[src/rtl/amm_rr_arbiter.sv]
// amm_rr_arbiter: NUM_CH-to-1 Avalon-MM arbiter with write-burst locking and
// an in-order tag FIFO that steers pipelined read data back to its issuer.
// Default build arbitrates round-robin. Defining AMM_ARB_FIXED_PRIO_EN makes
// idle arbitration fixed-priority (ch0 highest) instead.
module amm_rr_arbiter #(
    parameter int NUM_CH  = 4,
    parameter int ADDR_W  = 32,
    parameter int DATA_W  = 64,
    parameter int BURST_W = 11,
    parameter int MAX_RD  = 8
) (
    input  logic                         clk,
    input  logic                         rst,
    input  logic [NUM_CH*ADDR_W-1:0]     m_address,
    input  logic [NUM_CH-1:0]            m_read,
    input  logic [NUM_CH-1:0]            m_write,
    input  logic [NUM_CH*(DATA_W/8)-1:0] m_byteenable,
    input  logic [NUM_CH*BURST_W-1:0]    m_burstcount,
    input  logic [NUM_CH*DATA_W-1:0]     m_writedata,
    output logic [NUM_CH-1:0]            m_waitrequest,
    output logic [NUM_CH-1:0]            m_readdatavalid,
    output logic [DATA_W-1:0]            m_readdata,
    output logic [ADDR_W-1:0]            s_address,
    output logic                         s_read,
    output logic                         s_write,
    output logic [DATA_W/8-1:0]          s_byteenable,
    output logic [BURST_W-1:0]           s_burstcount,
    output logic [DATA_W-1:0]            s_writedata,
    input  logic                         s_readdatavalid,
    input  logic [DATA_W-1:0]            s_readdata,
    input  logic                         s_waitrequest
);

    localparam int BE_W  = DATA_W / 8;
    localparam int CH_W  = (NUM_CH > 1) ? $clog2(NUM_CH) : 1;
    localparam int PTR_W = $clog2(MAX_RD);
    localparam int CNT_W = PTR_W + 1;

    typedef enum logic [1:0] {IDLE, CMD, WR_BURST} state_t;

    typedef struct packed {
        logic [CH_W-1:0]    ch;
        logic [BURST_W-1:0] bc;
    } tag_t;

    state_t             state_q;
    logic [CH_W-1:0]    grant_q;
    logic [BURST_W-1:0] wr_left_q;
`ifndef AMM_ARB_FIXED_PRIO_EN
    logic [CH_W-1:0]    last_grant_q;
`endif

    logic [ADDR_W-1:0]  ch_addr [NUM_CH];
    logic [BE_W-1:0]    ch_be   [NUM_CH];
    logic [BURST_W-1:0] ch_bc   [NUM_CH];
    logic [DATA_W-1:0]  ch_wd   [NUM_CH];
    logic [NUM_CH-1:0]  req;

    logic [CH_W-1:0]    pick;
    logic               pick_vld;
    logic [BURST_W-1:0] gnt_bc;
    logic               gnt_rd_only;
    logic               rd_blocked;
    logic               rd_acc;
    logic               wr_acc;

    tag_t               tag_mem [MAX_RD];
    tag_t               head;
    tag_t               push_tag;
    logic [PTR_W-1:0]   wr_ptr_q;
    logic [PTR_W-1:0]   rd_ptr_q;
    logic [CNT_W-1:0]   count_q;
    logic [BURST_W-1:0] beat_q;
    logic               fifo_full;
    logic               fifo_empty;
    logic               rd_hit;
    logic               last_beat;
    logic               push;
    logic               pop;

    // Unpack the flat per-channel buses; reads are masked while the tag FIFO is full.
    for (genvar i = 0; i < NUM_CH; i++) begin : g_ch
        assign ch_addr[i] = m_address[i*ADDR_W +: ADDR_W];
        assign ch_be[i]   = m_byteenable[i*BE_W +: BE_W];
        assign ch_bc[i]   = m_burstcount[i*BURST_W +: BURST_W];
        assign ch_wd[i]   = m_writedata[i*DATA_W +: DATA_W];
        assign req[i]     = m_write[i] | (m_read[i] & ~fifo_full);
    end

    // Idle arbitration: pick the next requesting channel.
    always_comb begin
        // NOTE: every combinational output gets a default first so no path leaves it unassigned (no latch).
        pick     = '0;
        pick_vld = 1'b0;
`ifdef AMM_ARB_FIXED_PRIO_EN
        for (int i = NUM_CH - 1; i >= 0; i--) begin
            if (req[CH_W'(i)]) begin
                pick     = CH_W'(i);
                pick_vld = 1'b1;
            end
        end
`else
        // Walk backwards so the closest channel after last_grant overwrites the others.
        for (int off = NUM_CH; off >= 1; off--) begin
            if (req[CH_W'((int'(last_grant_q) + off) % NUM_CH)]) begin
                pick     = CH_W'((int'(last_grant_q) + off) % NUM_CH);
                pick_vld = 1'b1;
            end
        end
`endif
    end

    // Slave command is muxed from the granted channel whenever a grant is held.
    assign gnt_bc       = ch_bc[grant_q];
    assign gnt_rd_only  = m_read[grant_q] & ~m_write[grant_q];
    assign s_address    = ch_addr[grant_q];
    assign s_byteenable = ch_be[grant_q];
    assign s_burstcount = gnt_bc;
    assign s_writedata  = ch_wd[grant_q];
    assign s_write      = (state_q != IDLE) & m_write[grant_q];
    assign s_read       = (state_q == CMD) & gnt_rd_only & ~fifo_full;
    assign rd_blocked   = (state_q == CMD) & gnt_rd_only & fifo_full;
    assign rd_acc       = s_read & ~s_waitrequest;
    assign wr_acc       = s_write & ~s_waitrequest;

    // Only the granted channel can see waitrequest low.
    always_comb begin
        m_waitrequest = '1;
        if (state_q != IDLE) begin
            m_waitrequest[grant_q] = s_waitrequest | rd_blocked;
        end
    end

    // Arbitration FSM: grant in IDLE, issue in CMD, hold the lock through a write burst.
    always_ff @(posedge clk) begin
        if (rst) begin
            // NOTE: sequential state uses non-blocking assignments so every register samples pre-edge values.
            state_q      <= IDLE;
            grant_q      <= '0;
            wr_left_q    <= '0;
`ifndef AMM_ARB_FIXED_PRIO_EN
            last_grant_q <= CH_W'(NUM_CH - 1);
`endif
        end else begin
            unique case (state_q)
                IDLE: begin
                    if (pick_vld) begin
                        grant_q      <= pick;
`ifndef AMM_ARB_FIXED_PRIO_EN
                        last_grant_q <= pick;
`endif
                        state_q      <= CMD;
                    end
                end
                CMD: begin
                    if (rd_acc) begin
                        state_q <= IDLE;
                    end else if (wr_acc) begin
                        // burstcount 0 and 1 both mean a single beat.
                        if (gnt_bc > BURST_W'(1)) begin
                            wr_left_q <= gnt_bc - BURST_W'(1);
                            state_q   <= WR_BURST;
                        end else begin
                            state_q <= IDLE;
                        end
                    end else if (!s_read && !s_write) begin
                        state_q <= IDLE;
                    end
                end
                WR_BURST: begin
                    if (wr_acc) begin
                        if (wr_left_q == BURST_W'(1)) begin
                            state_q <= IDLE;
                        end else begin
                            wr_left_q <= wr_left_q - BURST_W'(1);
                        end
                    end
                end
                default: state_q <= IDLE;
            endcase
        end
    end

    // Read return path: the head tag names the channel that owns the returning beats.
    assign fifo_empty = (count_q == '0);
    assign fifo_full  = (count_q == CNT_W'(MAX_RD));
    assign head       = tag_mem[rd_ptr_q];
    assign rd_hit     = s_readdatavalid & ~fifo_empty;
    assign last_beat  = ((beat_q + BURST_W'(1)) == head.bc);
    assign push       = rd_acc;
    assign pop        = rd_hit & last_beat;
    assign push_tag   = '{ch: grant_q, bc: (gnt_bc == '0) ? BURST_W'(1) : gnt_bc};
    assign m_readdata = s_readdata;

    // Steer read data valid to the head channel; beats with no tag are dropped.
    always_comb begin
        m_readdatavalid = '0;
        if (rd_hit) begin
            m_readdatavalid[head.ch] = 1'b1;
        end
    end

    // Tag storage write port.
    always_ff @(posedge clk) begin
        // NOTE: the tag array has no reset; occupancy lives in count_q, so stale entries are never read.
        if (push) begin
            tag_mem[wr_ptr_q] <= push_tag;
        end
    end

    // Tag FIFO pointers, occupancy and head beat counter; reset flushes everything.
    always_ff @(posedge clk) begin
        if (rst) begin
            wr_ptr_q <= '0;
            rd_ptr_q <= '0;
            count_q  <= '0;
            beat_q   <= '0;
        end else begin
            if (push) wr_ptr_q <= wr_ptr_q + PTR_W'(1);
            if (pop)  rd_ptr_q <= rd_ptr_q + PTR_W'(1);
            count_q <= count_q + CNT_W'(push) - CNT_W'(pop);
            if (rd_hit) begin
                beat_q <= last_beat ? '0 : beat_q + BURST_W'(1);
            end
        end
    end

endmodule

[config.mk]
export PLATFORM = sky130hd
export DESIGN_NAME = amm_rr_arbiter
export DESIGN_NICKNAME = d
export VERILOG_FILES = /design/src/rtl/amm_rr_arbiter.sv
export SDC_FILE = /design/constraint.sdc
export NUM_CORES = 1
export LEC_CHECK = 0
export CORE_AREA = 4 4 276 278
export CTS_BUF_LIST = sky130_fd_sc_hd__clkbuf_8 sky130_fd_sc_hd__clkbuf_16
export CTS_CLUSTER_SIZE = 28
export DETAILED_ROUTE_END_ITERATION = 8
export DIE_AREA = 0 0 280 282
export SLEW_MARGIN = 20
export SYNTH_ARGS = -nofsm -noshare
export SYNTH_HDL_FRONTEND = slang
export SYNTH_SLANG_ARGS = --single-unit
[constraint.sdc]
create_clock -name clk -period 5.1 [get_ports clk]
set_input_delay 1.53 -clock clk [delete_from_list [all_inputs] [get_ports clk]]
set_output_delay 1.53 -clock clk [all_outputs]
set_load 0.05 [all_outputs]
## Word level (Yosys, flattened, before mapping)

Memory sizes are Yosys's and may differ from the RTL's. A register that Yosys moved wholly into a read port is not among the register bits.
Cells that the tools add are included.

| storage, ports and cells | value |
|---|---|
| register bits after elaboration | 38 |
| memory bits (writable) | 104 |
| input port bits | 536 |
| output and inout bits | 189 |
| logic and storage cells | 143 |
| memories | 1 |

| cells by class | value |
|---|---|
| add/subtract/negate cells | 11 |
| magnitude comparators | 10 |
| equal/unequal tests | 13 |
| mux-type cells | 62 |
| bitwise gates (word level) | 25 |
| reductions and logical operators | 13 |

Memories:

| name | depth | width | read ports | clocked after Yosys merged registers in | wr ports | RTL line | source |
|---|---|---|---|---|---|---|---|
| tag_mem | 8 | 13 | 1 | 1 | 1 | 67 | `tag_t tag_mem [MAX_RD];` |

Operators by type and width:

| kind | number |
|---|---|
| 64-bit binary-select mux with 2-bit select | 1 |
| 64-bit 2-to-1 mux | 2 |
| 11-bit 2-to-1 mux | 9 |
| 32-bit binary-select mux with 2-bit select | 1 |
| 32-bit 2-to-1 mux | 2 |
| 11-bit binary-select mux with 2-bit select | 1 |
| 2-bit 2-to-1 mux | 11 |
| 11-bit case mux with 2 select lines | 1 |
| 11-bit by 1-bit subtractor with 11-bit output, second input constant | 2 |
| 1-bit 2-to-1 mux | 18 |
| 8-bit binary-select mux with 2-bit select | 1 |
| 2-bit by 4-bit < comparator with 1-bit output, second input constant | 4 |
| 8-bit 2-to-1 mux | 2 |
| 1-bit AND | 13 |
| 1-bit binary-select mux with 2-bit select | 6 |
| 2-bit inequality test, second input constant | 6 |
| 11-bit by 1-bit adder with 11-bit output, second input constant | 1 |
| 11-bit by 1-bit equality test with 1-bit output, second input constant | 1 |
| 11-bit equality test | 1 |
| 11-bit by 1-bit > comparator with 1-bit output, second input constant | 1 |
| 11-bit logical NOT | 1 |
| 4-bit 2-to-1 mux | 2 |
| 3-bit by 1-bit adder with 3-bit output, second input constant | 2 |
| 2-bit by 3-bit < comparator with 1-bit output, second input constant | 2 |
| 27 further kinds | 43 |

## Longest topological paths before layout

Gate-level depths: netlist of the first run.

| depth | value |
|---|---|
| depth in word-level cells | 13 |
| depth in mapped cells | 15 |

## Least setup slack after synthesis of the first run

No wires, ideal clock.

| timing path | value |
|---|---|
| kind | input to register |
| from | input m_write[3] |
| to | memory tag_mem[2][0] (netlist bit) (enable) |
| library setup time | 0.422 ns |
| arrival time | 4.416 ns |
| required time | 4.678 ns |
| path slack | 0.262 ns |
| stages | 5 |
| path buffers | 0 |
| cells stage by stage | mux4_2 nor2b_1 and3_1 nand2b_1 nor4b_1 |

| on the way | value |
|---|---|
| longest elaborated chain between the ends | 9 |

RTL lines:

| item | RTL line | source |
|---|---|---|
| from (decl) | 16 | `input logic [NUM_CH-1:0] m_write,` |
| 1-bit binary-select mux with 2-bit select | 115 | `assign gnt_rd_only = m_read[grant_q] & ~m_write[grant_q];` |
| 1-bit 2-to-1 mux (implied by the code) | 115 |  |
| 1-bit NOT | 115 |  |
| 1-bit AND | 115 |  |
| 1-bit AND (2 in a row) | 121 | `assign s_read = (state_q == CMD) & gnt_rd_only & ~fifo_full;` |
| named net s_read | 24 | `output logic s_read,` |
| 1-bit AND | 123 | `assign rd_acc = s_read & ~s_waitrequest;` |
| 1-bit 2-to-1 mux | 206 | `if (push) begin` |
| 1-bit 2-to-1 mux (implied by the code) | 207 | `tag_mem[wr_ptr_q] <= push_tag;` |
| to (decl) | 67 |  |

The timed path passes the listed nets, and every way through them passes these cells. The select of a mux whose other input is x is not followed.

## Worst setup path in the final report of the first run

| timing path | value |
|---|---|
| from | input m_write[3] |
| to | output m_waitrequest[3] |

| on the way | value |
|---|---|
| longest elaborated chain between the ends | 9 |

RTL lines:

| item | RTL line | source |
|---|---|---|
| 1-bit binary-select mux with 2-bit select | 115 |  |
| 1-bit 2-to-1 mux (implied by the code) | 115 |  |
| 1-bit NOT | 115 |  |
| 1-bit AND | 115 |  |
| 1-bit AND (2 in a row) | 122 | `assign rd_blocked = (state_q == CMD) & gnt_rd_only & fifo_full;` |
| 1-bit OR | 130 | `m_waitrequest[grant_q] = s_waitrequest \| rd_blocked;` |
| 4-bit OR (no line) | - |  |
| 4-bit 2-to-1 mux | 129 | `if (state_q != IDLE) begin` |
| to (decl) | 20 | `output logic [NUM_CH-1:0] m_waitrequest,` |

No other way between the ends. The select of a mux whose other input is x is not followed.

==> impl_metrics.yaml, run 1 <==
synthesis:
  synth_edf_count: 104
  ys_async_sr_fraction: 0
  ys_top_cells_by_area: "mux4_2 31%, edfxtp_1 31%, dfxtp_1 8.0%, buf_4 4.8%, a21oi_1 2.0%"
  synth-adder-area-share: 0.0166
  syn_inst: 768
  synth_compound_area_frac: 0.0566
  synthSimpleGateAreaFrac: 0.0885
  ys_types: 60
  synthMuxAreaShare: 0.350
  netlist_area_um2: 10200
  avgSynthCellArea_um2: 13.3
  ys.flop_type: "edfxtp_1"
  synth_top_family_by_area: "multiplexers"
  yosysMostFrequentCell: "mux4_2"
  syn_nets: 1317
  synthXorXnorAreaFrac: 0.0296
  seq_area_frac_synth: 0.385
  synthTopCellsByCount: "143 x mux4_2, 104 x edfxtp_1, 65 x buf_4, 46 x nand2_1, 42 x nor2_1"
  synth_top_area_share: 0.315
  yosys.area.top_type: "mux4_2"
  yosys_warnings: 0
  synth-seq-cells: 145
worst_setup_path:
  crit_path_frequent_cell: "nand3_1"
  r2r_end: "count_q[2]"
  cp_cell_sequence: "clkdlybuf4s50_1 -> mux4_2 -> nor2b_1 -> nand3_1 -> a21oi_1 -> nor2_1 -> nand3_1 -> buf_12"
  crit_arrival_ns: 3.51
  critPathRequiredTime_ns: 3.57
  crit_end: "m_waitrequest[3]"
  crit_fanout: 4
  crit_path_end_kind: "output pin"
  cp_slowest_stage_delay_ns: 0.54
  crit_start: "m_write[3]"
  r2r_cells: 14
  reg2reg_slack_ns: 0.84
  startpoint_type: "primary input"
  criticalPathCategory: "in2out"
  cp_slowest_cell: "mux4_2"
die:
  dieArea_um2: 79000
  start_util: 0.138
  core_um2: 73900
  num_rows: 100
  die-height_um: 282
  pin_count: 725
  fp.dieW_um: 280
hold_path:
  hold_start: "beat_q[10]"
  hold_path_class: "reg2reg"
timing:
  fmaxAchievable_mhz: 198
  finalSetupTns_ns: 0
  rsz0062_at_grt: "false"
  setup_viol_count_final: 0
  period_needed_ns: 5.04
  fin_crit_sh: 0.989
  tightest_slew_ns: 0.709
  fin_skew_ns: 0.0122
  hold_viol: 0
  slew_viol_final: 0
  relSlewSlack: 0.527
global_route:
  antenna_found_initial: 66
  overflow: 0
  grt_start_max_net_pins: 42
  first_global_vias: 10100
  grt_use_total: 0.230
  grt_first_pass_wirelength_mm: 114
detailed_routing:
  ant_nets: 0
  finalWirelength_mm: 94.1
  drt_iter0_markers: 786
  drc: 0
  via_per_inst: 4.30
  wire_per_inst_um: 40.7
  dr_total_vias: 9959
  drt_first_pass_iters: 5
clocking:
  clk-insertion-delay-late_ns: 0.42
  path_clk_slew_ns: 0.06
  cts-root-buf: "clkbuf_16"
  cts_hold_buf: 0
  htree_levels: 4
  cts_tree: "yes"
  clockBufferDepth: 2
  cts_made_buffers: 17
  cts_setup_buffers: 0
  clkSinkCount: 145
  cts_resized: 0
pwr:
  p_leak_nw: 5.78
  max-vdd-ir-drop_v: 0.000249
  power_density_nw_per_um2: 315
place:
  dp_cells: 2261
  hpwl_mm: 85.8
  portBuffers: 596
  place_congestion: 1.00
final_layout:
  instances_no_fill: 2315
  fill_cells: 7819
  drive_above_1_share: 0.260
  nets: 1860
  synthToLayoutAreaGrowth_pct: 71.2
flow_run:
  drv_cap: 0
outcome:
  status: "finished, final reports clean"
-- per-layer routing --
| metal | share of wire | vias to the layer above | wire length [µm] | GRT usage |
|---|---|---|---|---|
| li1 | - | 4120 | - | - |
| met1 | 0.36 | 4841 | 34300 | 0.257 |
| met2 | 0.35 | 811 | 33100 | 0.272 |
| met3 | 0.25 | 135 | 23200 | 0.256 |
| met4 | 0.034 | 52 | 3190 | 0.0823 |
| met5 | 0.0040 | - | 377 | 0.00716 |
-- worst min-delay path by stage --
stage | depth (start not counted) | endpoint | slack, ns
floorplan | 2 | beat_q[10] | 0.44
global placement | 2 | beat_q[10] | 0.45
detailed placement | 2 | beat_q[10] | 0.47
CTS | 2 | wr_left_q[5] | 0.48
global route | 2 | beat_q[1] | 0.51
finish | 2 | beat_q[10] | 0.48
-- report_power, final --
part	leakage (nW)	switching [mW]	total, mW	internal, mW
clock network	0.250	0.498	1.11	0.616
registers	1.27	0.0632	1.39	1.33
logic	4.26	1.94	3.02	1.08
-- cells in the final DEF, fill, tap and decap left out, drive strengths merged, types with 21 or more instances in the layout --
cell           count
a21oi             40
xnor2             21
nor2              43
mux4             148
dfxtp             41
nand2             46
buf              157
o21ai             28
edfxtp           104
clkdlybuf4s50    483
diode             23
-- cell type report --
type                    instances  area [µm²]  area share
diodes                         23        57.6     0.00329
clock buffers                  17         425      0.0243
clock inverters                14        93.8     0.00536
inverters                      13        48.8     0.00279
multi-input cells             494        5560       0.317
flip-flops and latches        145        3950       0.226
well taps                     969        1210      0.0692
repair buffers                640        6160       0.352
-- registers in the layout, summed over array words and instances (netlist names), 3 cells and up, named ones only --
signal	flops
tag_mem	104
beat_q	11
wr_left_q	11
count_q	4
rd_ptr_q	3
wr_ptr_q	3
-- worst max-delay path: cells and delay by family --
kind	cells	cell delay (ns)
multiplexers	1	0.54
AO/OA/AOI/OAI	1	0.29
buffers and inverters	2	0.61
AND/OR/NAND/NOR	4	0.55
-- stage by stage --
step,instance area [µm²],hold WS (ns),setup slack [ns],total power [mW],utilization
floorplan,10200,0.444,0.262,3.05,-
global placement,16900,0.454,0.145,4.42,0.229
detailed placement,16900,0.468,0.111,4.44,0.229
CTS,17500,0.476,0.103,5.54,0.236
global route,17500,0.514,0.0199,5.72,0.237
finish,17500,0.480,0.0569,5.52,0.237
-- kinds of logic (layout without fill, tap and decap cells) --
kind of cell,after synthesis,after routing
AND/OR/NAND/NOR,180,180
multiplexers,170,170
flip-flops,145,145
buffers and inverters,129,684
AO/OA/AOI/OAI,98,98
XOR/XNOR,33,33
adder cells (fa/ha/maj),13,13
other,0,23
(Power assumes the default switching activity.)
==> run 2: changes to the inputs <==
- CTS_CLUSTER_DIAMETER: default -> 120
- GPL_ROUTABILITY_DRIVEN: default -> 0
==> run 2 against run 1 <==
Compared with the run above: total power is 0.45% higher; largest cell class unchanged; count of clock-buffer cells in the layout stayed put; cell area is 0.16% lower.
==> impl_metrics.yaml, run 2 (synthesis gave the netlist of run 1 again) <==
outcome:
  status: "finished, final reports clean"
clocking:
  cts_hold_buf: 0
  cts_tree: "yes"
  clkSinkCount: 145
  clk-insertion-delay-late_ns: 0.43
  path_clk_slew_ns: 0.06
  clockBufferDepth: 2
  cts-root-buf: "clkbuf_16"
  htree_levels: 4
  cts_made_buffers: 17
flow_run:
  drv_cap: 0
global_route:
  grt_first_pass_wirelength_mm: 112
  grt_start_max_net_pins: 45
  grt_use_total: 0.223
  first_global_vias: 10200
  antenna_found_initial: 73
  overflow: 0
final_layout:
  drive_above_1_share: 0.255
  layout_common_cells: "483 x clkdlybuf4s50_1, 143 x mux4_2, 134 x buf_4"
  largest_reg_flops: 104
  instances_no_fill: 2314
  fill_cells: 7799
  largest_register: "tag_mem"
  synthToLayoutAreaGrowth_pct: 70.9
  top_regs: "tag_mem x104, beat_q x11, wr_left_q x11"
  nets: 1850
  layout_commonest_cell: "clkdlybuf4s50_1"
pwr:
  max-vdd-ir-drop_v: 0.000189
  finalPower_mw: 5.55
  p_leak_nw: 5.75
  power_density_nw_per_um2: 317
detailed_routing:
  wire_per_inst_um: 39.8
  finalWirelength_mm: 92.1
  dr_total_vias: 10200
  drt_iter0_markers: 903
  drc: 0
  drt_first_pass_iters: 6
  ant_nets: 0
  via_per_inst: 4.40
timing:
  relSlewSlack: 0.232
  setup_viol_count_final: 0
  fmaxAchievable_mhz: 201
  period_needed_ns: 4.97
  slew_viol_final: 0
  fin_skew_ns: 0.0135
  fin_crit_sh: 0.974
  rsz0062_at_grt: "false"
  whs_ns: 0.469
  worst_slack_ns: 0.134
  hold_viol: 0
  tightest_slew_ns: 1.15
  finalSetupTns_ns: 0
worst_setup_path:
  r2r_cells: 14
  crit_path_end_kind: "output pin"
  cp_top_family: "buffers and inverters"
  path_buf_inv: 2
  criticalPathCategory: "in2out"
  reg2reg_slack_ns: 1.15
  crit_fanout: 4
  critPathRequiredTime_ns: 3.57
  cp_slowest_cell: "mux4_2"
  crit_arrival_ns: 3.44
  cp_slowest_stage_delay_ns: 0.54
  startpoint_type: "primary input"
  cp_cell_sequence: "clkdlybuf4s50_1 -> mux4_2 -> nor2b_1 -> nand3_1 -> a21oi_2 -> nor3_1 -> nand2_1 -> buf_12"
  crit_start: "m_write[3]"
  crit_cells: 8
hold_path:
  hold_start: "beat_q[10]"
  hold_depth: 2
  hold_path_class: "reg2reg"
die:
  num_rows: 100
  die-height_um: 282
  fp.dieW_um: 280
  core_um2: 73900
  pin_count: 725
  start_util: 0.138
  dieArea_um2: 79000
place:
  portBuffers: 596
  hpwl_mm: 83.7
  dp_cells: 2251
  dp_slack_ns: 0.0758
-- run 2: cell type report --
cell class	instances	area (µm²)	area share
antenna	31	77.6	0.00444
clock buffer	17	425	0.0243
clock inverter	15	121	0.00694
inverter	13	48.8	0.00279
multi-input combinational	494	5560	0.318
sequential	145	3950	0.226
tap	969	1210	0.0693
timing repair buffer	630	6090	0.348
-- run 2: power by group --
part | total (mW) | internal (mW) | switching (mW)
Sequential | 1.38 | 1.33 | 0.0552
Combinational | 2.99 | 1.07 | 1.92
Clock | 1.17 | 0.667 | 0.507
Total | 5.55 | 3.07 | 2.48
-- run 2: repair_timing --
action,CTS,global route
setup endpoints to repair,0,4
setup buffers,0,0
resized for setup,0,1
-- run 2: final timing paths --
| kind | endpoint |
|---|---|
| worst max-delay path | m_waitrequest[1] |
| worst min-delay path | beat_q[10] |
| worst max register to register | count_q[3] |
| worst min register to register | beat_q[10] |
-- run 2: worst register-to-register path, delay by kind of cell, from the launching register on --
family                   cells  cell delay [ns]
multiplexers                 2             0.84
AO/OA/AOI/OAI                2             0.34
AND/OR/NAND/NOR              4             1.10
buffers and inverters        3             0.67
flip-flops                   1             0.31
XOR/XNOR                     2             0.28
adder cells (fa/ha/maj)      1             0.28
-- run 2: per-stage QoR --
step | area (µm²) | util
2_1_floorplan | 10200 | -
3_3_place_gp | 16900 | 0.228
3_5_place_dp | 16900 | 0.228
4_1_cts | 17400 | 0.235
5_1_grt | 17500 | 0.236
6_report | 17500 | 0.236
-- run 2: layer usage --
layer / GRT usage / wire length (µm) / vias up
met2: 0.248 / 30900 / 916
li1: - / - / 4108
met1: 0.255 / 33900 / 4918
met3: 0.247 / 22600 / 180
met5: 0.0465 / 814 / -
met4: 0.0934 / 3850 / 62
==> run 3: changes to the inputs <==
- CAP_MARGIN: default -> 10
==> results of run 3 <==
The final DEF is identical to that of run 2; final timing and power are the same.
